<file path="src/rtl/mult_div_pkg.sv">
// mult_div_pkg: shared constants and enums for the iterative multiplier/divider.
//   WIDTH  - operand/result width
//   ITER   - iteration count for one multiply or divide (one per operand bit)
//   CNT_W  - width of the iteration counter (must hold the value ITER)
//   state_e - control FSM states
//   op_e    - operation selected by a start pulse
package mult_div_pkg;

  localparam int WIDTH = 32;
  localparam int ITER  = 32;
  localparam int CNT_W = $clog2(ITER + 1);

  typedef enum logic [1:0] {
    IDLE,
    MUL,
    DIV,
    DONE
  } state_e;

  typedef enum logic {
    OP_MUL,
    OP_DIV
  } op_e;

endpackage

</file>
<file path="src/rtl/mult_div_divider.sv">
// mult_div_divider: unsigned restoring divider datapath, one quotient bit per step.
//   clock       in   clock, rising edge
//   reset_n     in   asynchronous active-low reset
//   load_i      in   load dividend/divisor and clear the remainder
//   step_i      in   perform one restoring-division step
//   dividend_i  in   WIDTH  unsigned dividend magnitude
//   divisor_i   in   WIDTH  unsigned divisor magnitude
//   quotient_o  out  WIDTH  quotient after WIDTH steps
// The dividend is shifted out of the top of the quotient register while the
// quotient bits are shifted in at the bottom, so one register serves both.
module mult_div_divider #(
  parameter int WIDTH = 32
) (
  input  logic             clock,
  input  logic             reset_n,
  input  logic             load_i,
  input  logic             step_i,
  input  logic [WIDTH-1:0] dividend_i,
  input  logic [WIDTH-1:0] divisor_i,
  output logic [WIDTH-1:0] quotient_o
);

  logic [WIDTH-1:0] rem_q, rem_d;
  logic [WIDTH-1:0] quo_q, quo_d;
  logic [WIDTH-1:0] dsr_q, dsr_d;

  // Partial remainder shifted left with the next dividend bit, and the trial
  // subtraction. Both magnitudes are at most 2^(WIDTH-1), so one extra bit
  // is enough for trial[WIDTH] to be a valid borrow/sign bit.
  logic [WIDTH:0] shifted;
  logic [WIDTH:0] trial;

  assign shifted = {rem_q, quo_q[WIDTH-1]};
  assign trial   = shifted - {1'b0, dsr_q};

  always_comb begin
    // NOTE: every signal driven here gets a default first, so no path leaves
    // it unassigned and no latch is inferred.
    rem_d = rem_q;
    quo_d = quo_q;
    dsr_d = dsr_q;
    if (load_i) begin
      rem_d = '0;
      quo_d = dividend_i;
      dsr_d = divisor_i;
    end else if (step_i) begin
      if (!trial[WIDTH]) begin
        rem_d = trial[WIDTH-1:0];
        quo_d = {quo_q[WIDTH-2:0], 1'b1};
      end else begin
        rem_d = shifted[WIDTH-1:0];
        quo_d = {quo_q[WIDTH-2:0], 1'b0};
      end
    end
  end

  always_ff @(posedge clock or negedge reset_n) begin
    if (!reset_n) begin
      rem_q <= '0;
      quo_q <= '0;
      dsr_q <= '0;
    end else begin
      // NOTE: sequential state uses non-blocking assignments so every register
      // samples the pre-edge values regardless of statement order.
      rem_q <= rem_d;
      quo_q <= quo_d;
      dsr_q <= dsr_d;
    end
  end

  assign quotient_o = quo_q;

endmodule

</file>
<file path="src/rtl/mult_div.sv">
// mult_div: iterative signed multiplier (radix-2 Booth) / divider (restoring,
// on magnitudes). A start pulse latches the operands; the result appears with
// a one-cycle ready pulse 33 cycles later. A new start aborts any operation.
//   clock           in   clock, rising edge
//   reset_n         in   asynchronous active-low reset
//   data_operandA   in   WIDTH  signed multiplicand / dividend (start cycle only)
//   data_operandB   in   WIDTH  signed multiplier / divisor (start cycle only)
//   ctrl_MULT       in   start multiply (wins over ctrl_DIV)
//   ctrl_DIV        in   start divide
//   data_result     out  WIDTH  signed result, held until the next completion
//   data_exception  out  multiply overflow, divide-by-zero or MIN/-1
//   data_resultRDY  out  one-cycle pulse: result valid
module mult_div
  import mult_div_pkg::*;
#(
  parameter int WIDTH = mult_div_pkg::WIDTH
) (
  input  logic             clock,
  input  logic             reset_n,
  input  logic [WIDTH-1:0] data_operandA,
  input  logic [WIDTH-1:0] data_operandB,
  input  logic             ctrl_MULT,
  input  logic             ctrl_DIV,
  output logic [WIDTH-1:0] data_result,
  output logic             data_exception,
  output logic             data_resultRDY
);

  // One iteration per operand bit; only WIDTH == ITER is exercised.
  localparam int              LCL_CNT_W = $clog2(WIDTH + 1);
  localparam logic [LCL_CNT_W-1:0] LAST_CNT = LCL_CNT_W'(WIDTH);
  localparam logic [WIDTH-1:0] MIN_NEG  = {1'b1, {(WIDTH-1){1'b0}}};

  state_e                 state_q, state_d;
  logic [LCL_CNT_W-1:0]   cnt_q, cnt_d;
  // Booth register {A, Q, q_-1}; {A, Q} is the 2*WIDTH-bit product at the end.
  logic [2*WIDTH:0]       booth_q, booth_d;
  logic [WIDTH-1:0]       mcand_q, mcand_d;
  logic                   neg_q, neg_d;
  logic                   div_zero_q, div_zero_d;
  logic                   div_ovf_q, div_ovf_d;
  logic [WIDTH-1:0]       result_q, result_d;
  logic                   exc_q, exc_d;

  logic                   start;
  op_e                    start_op;
  logic [WIDTH-1:0]       mag_a, mag_b;
  logic                   div_load, div_step;
  logic [WIDTH-1:0]       quot_mag;

  assign start    = ctrl_MULT | ctrl_DIV;
  assign start_op = ctrl_MULT ? OP_MUL : OP_DIV;
  assign mag_a    = data_operandA[WIDTH-1] ? -data_operandA : data_operandA;
  assign mag_b    = data_operandB[WIDTH-1] ? -data_operandB : data_operandB;
  assign div_load = start && (start_op == OP_DIV);

  // Booth step. The accumulator is sign-extended by one bit so A +/- M cannot
  // overflow even for the most negative multiplicand; the arithmetic right
  // shift then drops that extra bit back out of the register.
  logic [WIDTH:0]         booth_acc, booth_mcand, booth_sum;
  logic [2*WIDTH:0]       booth_next;
  logic [2*WIDTH-1:0]     product;
  logic [WIDTH:0]         prod_hi;

  assign booth_acc   = {booth_q[2*WIDTH], booth_q[2*WIDTH:WIDTH+1]};
  assign booth_mcand = {mcand_q[WIDTH-1], mcand_q};
  assign product     = booth_q[2*WIDTH:1];
  assign prod_hi     = product[2*WIDTH-1:WIDTH-1];

  always_comb begin
    booth_sum = booth_acc;
    case (booth_q[1:0])
      2'b01:   booth_sum = booth_acc + booth_mcand;
      2'b10:   booth_sum = booth_acc - booth_mcand;
      default: booth_sum = booth_acc;
    endcase
  end

  assign booth_next = {booth_sum, booth_q[WIDTH:1]};

  mult_div_divider #(
    .WIDTH(WIDTH)
  ) u_divider (
    .clock      (clock),
    .reset_n    (reset_n),
    .load_i     (div_load),
    .step_i     (div_step),
    .dividend_i (mag_a),
    .divisor_i  (mag_b),
    .quotient_o (quot_mag)
  );

  always_comb begin
    state_d    = state_q;
    cnt_d      = cnt_q;
    booth_d    = booth_q;
    mcand_d    = mcand_q;
    neg_d      = neg_q;
    div_zero_d = div_zero_q;
    div_ovf_d  = div_ovf_q;
    result_d   = result_q;
    exc_d      = exc_q;
    div_step   = 1'b0;

    if (start) begin
      // A start is honoured in every state and silently abandons any work.
      state_d    = (start_op == OP_MUL) ? MUL : DIV;
      cnt_d      = '0;
      booth_d    = {{WIDTH{1'b0}}, data_operandB, 1'b0};
      mcand_d    = data_operandA;
      neg_d      = data_operandA[WIDTH-1] ^ data_operandB[WIDTH-1];
      div_zero_d = (data_operandB == '0);
      div_ovf_d  = (data_operandA == MIN_NEG) && (data_operandB == '1);
    end else begin
      case (state_q)
        MUL: begin
          if (cnt_q == LAST_CNT) begin
            state_d  = DONE;
            result_d = product[WIDTH-1:0];
            // Representable iff the top WIDTH+1 product bits are all equal.
            exc_d    = !((&prod_hi) || !(|prod_hi));
          end else begin
            booth_d = booth_next;
            cnt_d   = cnt_q + LCL_CNT_W'(1);
          end
        end
        DIV: begin
          if (cnt_q == LAST_CNT) begin
            state_d = DONE;
            if (div_zero_q) begin
              result_d = '0;
              exc_d    = 1'b1;
            end else if (div_ovf_q) begin
              result_d = MIN_NEG;
              exc_d    = 1'b1;
            end else begin
              result_d = neg_q ? -quot_mag : quot_mag;
              exc_d    = 1'b0;
            end
          end else begin
            div_step = 1'b1;
            cnt_d    = cnt_q + LCL_CNT_W'(1);
          end
        end
        DONE:    state_d = IDLE;
        default: state_d = IDLE;
      endcase
    end
  end

  always_ff @(posedge clock or negedge reset_n) begin
    if (!reset_n) begin
      state_q <= IDLE;
    end else begin
      state_q <= state_d;
    end
  end

  always_ff @(posedge clock or negedge reset_n) begin
    if (!reset_n) begin
      cnt_q      <= '0;
      booth_q    <= '0;
      mcand_q    <= '0;
      neg_q      <= 1'b0;
      div_zero_q <= 1'b0;
      div_ovf_q  <= 1'b0;
      result_q   <= '0;
      exc_q      <= 1'b0;
    end else begin
      cnt_q      <= cnt_d;
      booth_q    <= booth_d;
      mcand_q    <= mcand_d;
      neg_q      <= neg_d;
      div_zero_q <= div_zero_d;
      div_ovf_q  <= div_ovf_d;
      result_q   <= result_d;
      exc_q      <= exc_d;
    end
  end

  // DONE lasts exactly one cycle, so the ready pulse is a decode of the state.
  assign data_resultRDY = (state_q == DONE);
  assign data_result    = result_q;
  assign data_exception = exc_q;

endmodule

</file>
<file path="config.mk">
export PLATFORM = sky130hd
export DESIGN_NAME = mult_div
export DESIGN_NICKNAME = d
export VERILOG_FILES = /design/src/rtl/mult_div_pkg.sv /design/src/rtl/mult_div_divider.sv /design/src/rtl/mult_div.sv
export SDC_FILE = /design/constraint.sdc
export NUM_CORES = 1
export LEC_CHECK = 0
export ABC_CLOCK_PERIOD_IN_PS = 4900
export CELL_PAD_IN_SITES_DETAIL_PLACEMENT = 1
export CELL_PAD_IN_SITES_GLOBAL_PLACEMENT = 1
export CORE_UTILIZATION = 46
export CTS_CLUSTER_DIAMETER = 30
export CTS_CLUSTER_SIZE = 30
export DETAILED_ROUTE_END_ITERATION = 8
export PLACE_DENSITY_LB_ADDON = 0.1
export SETUP_SLACK_MARGIN = 0.2
export SLEW_MARGIN = 20
export SYNTH_ARGS = -nofsm -noshare
export SYNTH_HDL_FRONTEND = slang
export SYNTH_SLANG_ARGS = --single-unit
</file>
<file path="constraint.sdc">
create_clock -name clock -period 4.9 [get_ports clock]
set_input_delay 1.225 -clock clock [delete_from_list [all_inputs] [get_ports clock]]
set_output_delay 1.225 -clock clock [all_outputs]
set_load 0.05 [all_outputs]
</file>
==> metrics.md <==
| Metric | Value |
|---|---|
| Share of the core filled with cells | 0.585 |
| Number of stages on the worst hold path | 2 |
| Final setup slack of the worst path | 0.500 ns |
| Total Negative Setup Slacks | 0 ns |
| Die width | between 150 and 200 µm |
| Worst slew margin relative to its limit | 0.433 |
| Starting density of the core | 0.471 |
| Count of placed standard cells in the final layout, fillers left out | 2642 |
| Total of buffers placed on input and output ports | 101 |
| Count of state elements after synthesis | 237 |
| Worst Path Class, Setup | reg2reg |
| Synthesized instance count | 2039 |
| Worst min-delay path endpoint | u_divider.dsr_q[16] |
| Post-synthesis net count | 2185 |
| Final Max Tran Viols | 0 |
| Remaining global-route overflow | 0 |
| Avg Inst Size Synth | 8.06 µm² |
| Part of the power in registers | 0.262 |
| Via count | 15904 |
| Count of buffers added by post-CTS timing repair for setup | 0 |
| Switch Pwr | 3.23 mW |
| Max_cap viols | 0 |
| Nets | 2278 |
| Power per cell area | approximately 470 nW/µm² |
| Number of design rule violations left after detail routing | 0 |
| R2r setup slk | between 0.5 and 0.6 ns |
| Post-synth cell types | 66 |
| Clock share of power | 0.498 |
| Total number of placement rows | 68 |
| Via-per-instance ratio | approximately 6 |
| Placed Cells incl. Taps | approximately 2500 |
| I/O pins | 102 |
| Core area | 34900 µm² |
| Aggregate routed wire length | 58.4 mm |
| Clock buffers created by TritonCTS | 68 |
| Clock-pin slew reported for the worst setup and hold paths after clock tree synthesis | approximately 0.05 ns |
| Die Span Y | 191 µm |
| Number of failing setup endpoints in the final timing report | 0 |
| Worst Clk Skew | ~0.029 ns |
| Share of flip-flops with an asynchronous set or reset | 1.00 |
| Worst hold margin | between 0.4 and 0.5 ns |
| Half-perimeter wire length after detailed placement | 40.2 mm |
| Detailed-routing iteration count for the pre-antenna-repair pass | 5 |
| Total power after layout | roughly 9.6 mW |
| Sequential element share of the synthesized area | 0.361 |
| Pin count of the biggest net entering global routing | 112 |
| Drt initial violations | approximately 900 |
| Launching point of the worst reg2reg path | mcand_q[0] |
| Final critical-path share of the clock period | 0.898 |
| N_diodes | 0 |
| Drt wl/cell | 22.1 µm |
| Most frequent cell after synthesis | sky130_fd_sc_hd__nand2_1 |
| Share of the synthesized area in the top cell type | 0.361 |
| Post-route ant nets | 0 |
| Pint | 6.35 mW |
| Placer's final routability congestion estimate | 0.899 |
| Vias in the first global route | 16721 |
| Number of synthesized flops with an enable pin | 0 |
| Number of failing hold endpoints at the final stage | 0 |
| Leakage power figure | between 9 and 10 nW |
| Area of all placed cells without fillers | 20400 µm² |
| Clock tree root buffer cell | sky130_fd_sc_hd__clkbuf_16 |
| Syn. warnings | 0 |
| Worst path arrival time | 4.85 ns |
| Class of the tightest hold or removal check | reg2reg |
| Post-Syn Area | 16400 µm² |
| Total track usage | 0.323 |
| Final critical-path required period | 4.40 ns |
| Sw frac | 0.337 |
| Upper clock frequency limit | 0.227 GHz |
| Placed standard-cell area | ~18000 µm² |
| Setup repair after global routing missed its margin | false |
| Area growth, synth to finish | 24.2% |
| Library cell occupying the most area in the post-synthesis netlist | sky130_fd_sc_hd__dfrtp_1 |
| Worst endpoint required time | 5.35 ns |
| Worst reg2reg path endpoint | booth_q[64] |
| Largest fanout on the critical path | 6 |
| Clk sink count | approximately 240 |
| Slew of the pin with the lowest slew margin | 0.850 ns |
| Clock tree from TritonCTS | done |
| Count of cells along the worst register-to-register path | 18 |
| Setup slack after placement | about 0.13 ns |
| Min-delay src | u_divider.dsr_q[16] |
| First-pass GRT wire length | 92.3 mm |
| Outcome | complete, no violations |
| H-tree levels | 3 |
| Flip-flop cell with the highest count after synthesis | sky130_fd_sc_hd__dfrtp_1 |
| Startpoint type of the worst setup path | flip-flop |
| Combinational group share of total power | 0.240 |
| Category of the worst setup path capture point | flip-flop |
| Peak VDD IR | 355 µV |
| Full die area | 36500 µm² |
| Share of final-layout standard cells stronger than drive strength 1 | 0.0818 |
| Synth cell count leaders | sky130_fd_sc_hd__nand2_1, sky130_fd_sc_hd__dfrtp_1, sky130_fd_sc_hd__o21ai_0 |
| Top area cells in the synthesized netlist | sky130_fd_sc_hd__dfrtp_1, sky130_fd_sc_hd__nand2_1, sky130_fd_sc_hd__xnor2_1, sky130_fd_sc_hd__o21ai_0, sky130_fd_sc_hd__ha_1 |
| Number of antenna violations at the first check in global routing | 0 |
| Longest Clk Path Bufs | 3 |
| Latest clock arrival within the worst-skew pair | around 0.60 ns |
## sequential cells by signal, summed over array words and instances (netlist names)
signal / flops
u_divider.dsr_q: 32
div_zero_q: 1
neg_q: 1
u_divider.rem_q: 32
cnt_q: 6
state_q: 2
booth_q: 65
data_result: 32
u_divider.quotient_o: 32
mcand_q: 32
data_exception: 1
div_ovf_q: 1
## cell type report
cell class | instances | area, µm²
fillers | 4087 | 14500
multi-input cells | 1627 | 9920
flip-flops and latches | 237 | 5930
clock buffers | 85 | 1870
repair buffers | 127 | 1260
clock inverters | 40 | 583
well taps | 455 | 569
inverters | 71 | 267
## cells by family (layout without fill, tap and decap cells)
| group | after synthesis | count (layout) | synth area share |
|---|---|---|---|
| xor+xnor | 177 | 177 | 0.0943 |
| buf+inv | 175 | 323 | 0.0406 |
| flops | 237 | 237 | 0.361 |
| fa+ha+maj | 78 | 78 | 0.0603 |
| simple gates | 762 | 762 | 0.209 |
| compound gates | 565 | 565 | 0.207 |
| mux | 45 | 45 | 0.0274 |
## power groups by stage
stage / clock (mW) / combinational [mW] / sequential [mW]
floorplan: 0 / 1.17 / 2.77
global placement: 0 / 2.18 / 2.50
detailed placement: 0 / 2.25 / 2.52
CTS: 4.81 / 2.30 / 2.50
global route: 4.91 / 2.49 / 2.53
finish: 4.77 / 2.30 / 2.51
## timing repair
item | CTS | global route
pin swaps | 0 | 0
resized for setup | 2 | 6
hold buffers | 0 | 0
setup endpoints to repair | 1 | 4
## worst max path at each step
stage / from / end / depth (start not counted) / slack (ns)
3_3_place_gp: mcand_q[3] / booth_q[64] / 19 / 0.40
4_1_cts: mcand_q[2] / booth_q[64] / 19 / 0.31
2_1_floorplan: mcand_q[3] / booth_q[64] / 19 / 0.98
3_5_place_dp: mcand_q[2] / booth_q[64] / 19 / 0.13
6_report: mcand_q[0] / booth_q[64] / 18 / 0.50
5_1_grt: mcand_q[1] / booth_q[64] / 18 / 0.22
## placed cells by master (no fill, tap or decap), types with 45 or more instances in the layout
cell type and instances:
sky130_fd_sc_hd__a21oi_1 133, sky130_fd_sc_hd__a31oi_1 55, sky130_fd_sc_hd__clkbuf_16 69, sky130_fd_sc_hd__clkdlybuf4s50_1 100, sky130_fd_sc_hd__dfrtp_1 237, sky130_fd_sc_hd__ha_1 75
sky130_fd_sc_hd__inv_1 70, sky130_fd_sc_hd__mux2i_1 45, sky130_fd_sc_hd__nand2_1 373, sky130_fd_sc_hd__nor2_1 155, sky130_fd_sc_hd__o21ai_0 205, sky130_fd_sc_hd__xnor2_1 124
sky130_fd_sc_hd__xor2_1 53
## per-layer routing
metal	share of wire	global-route usage	vias up
li1	-	-	7383
met1	0.43	0.399	7950
met2	0.49	0.554	433
met3	0.047	0.0576	138
met4	0.034	0.132	0
met5	0	0	-
## worst max-delay path: stages (launching register included)
cell and delay (ns):
sky130_fd_sc_hd__dfrtp_1 0.45, sky130_fd_sc_hd__inv_1 0.10, sky130_fd_sc_hd__ha_1 0.21, sky130_fd_sc_hd__nand2_1 0.11, sky130_fd_sc_hd__or3_1 0.41, sky130_fd_sc_hd__o21bai_1 0.19
sky130_fd_sc_hd__xor2_1 0.10, sky130_fd_sc_hd__ha_1 0.40, sky130_fd_sc_hd__nand4_1 0.15, sky130_fd_sc_hd__nor4_1 0.31, sky130_fd_sc_hd__nor3_1 0.08, sky130_fd_sc_hd__buf_4 0.17
sky130_fd_sc_hd__o21bai_1 0.23, sky130_fd_sc_hd__a21oi_1 0.17, sky130_fd_sc_hd__nor4_1 0.45, sky130_fd_sc_hd__nor4b_2 0.12, sky130_fd_sc_hd__a21oi_1 0.20, sky130_fd_sc_hd__xnor2_1 0.10
sky130_fd_sc_hd__o41ai_1 0.31
(Power assumes the default switching activity.)
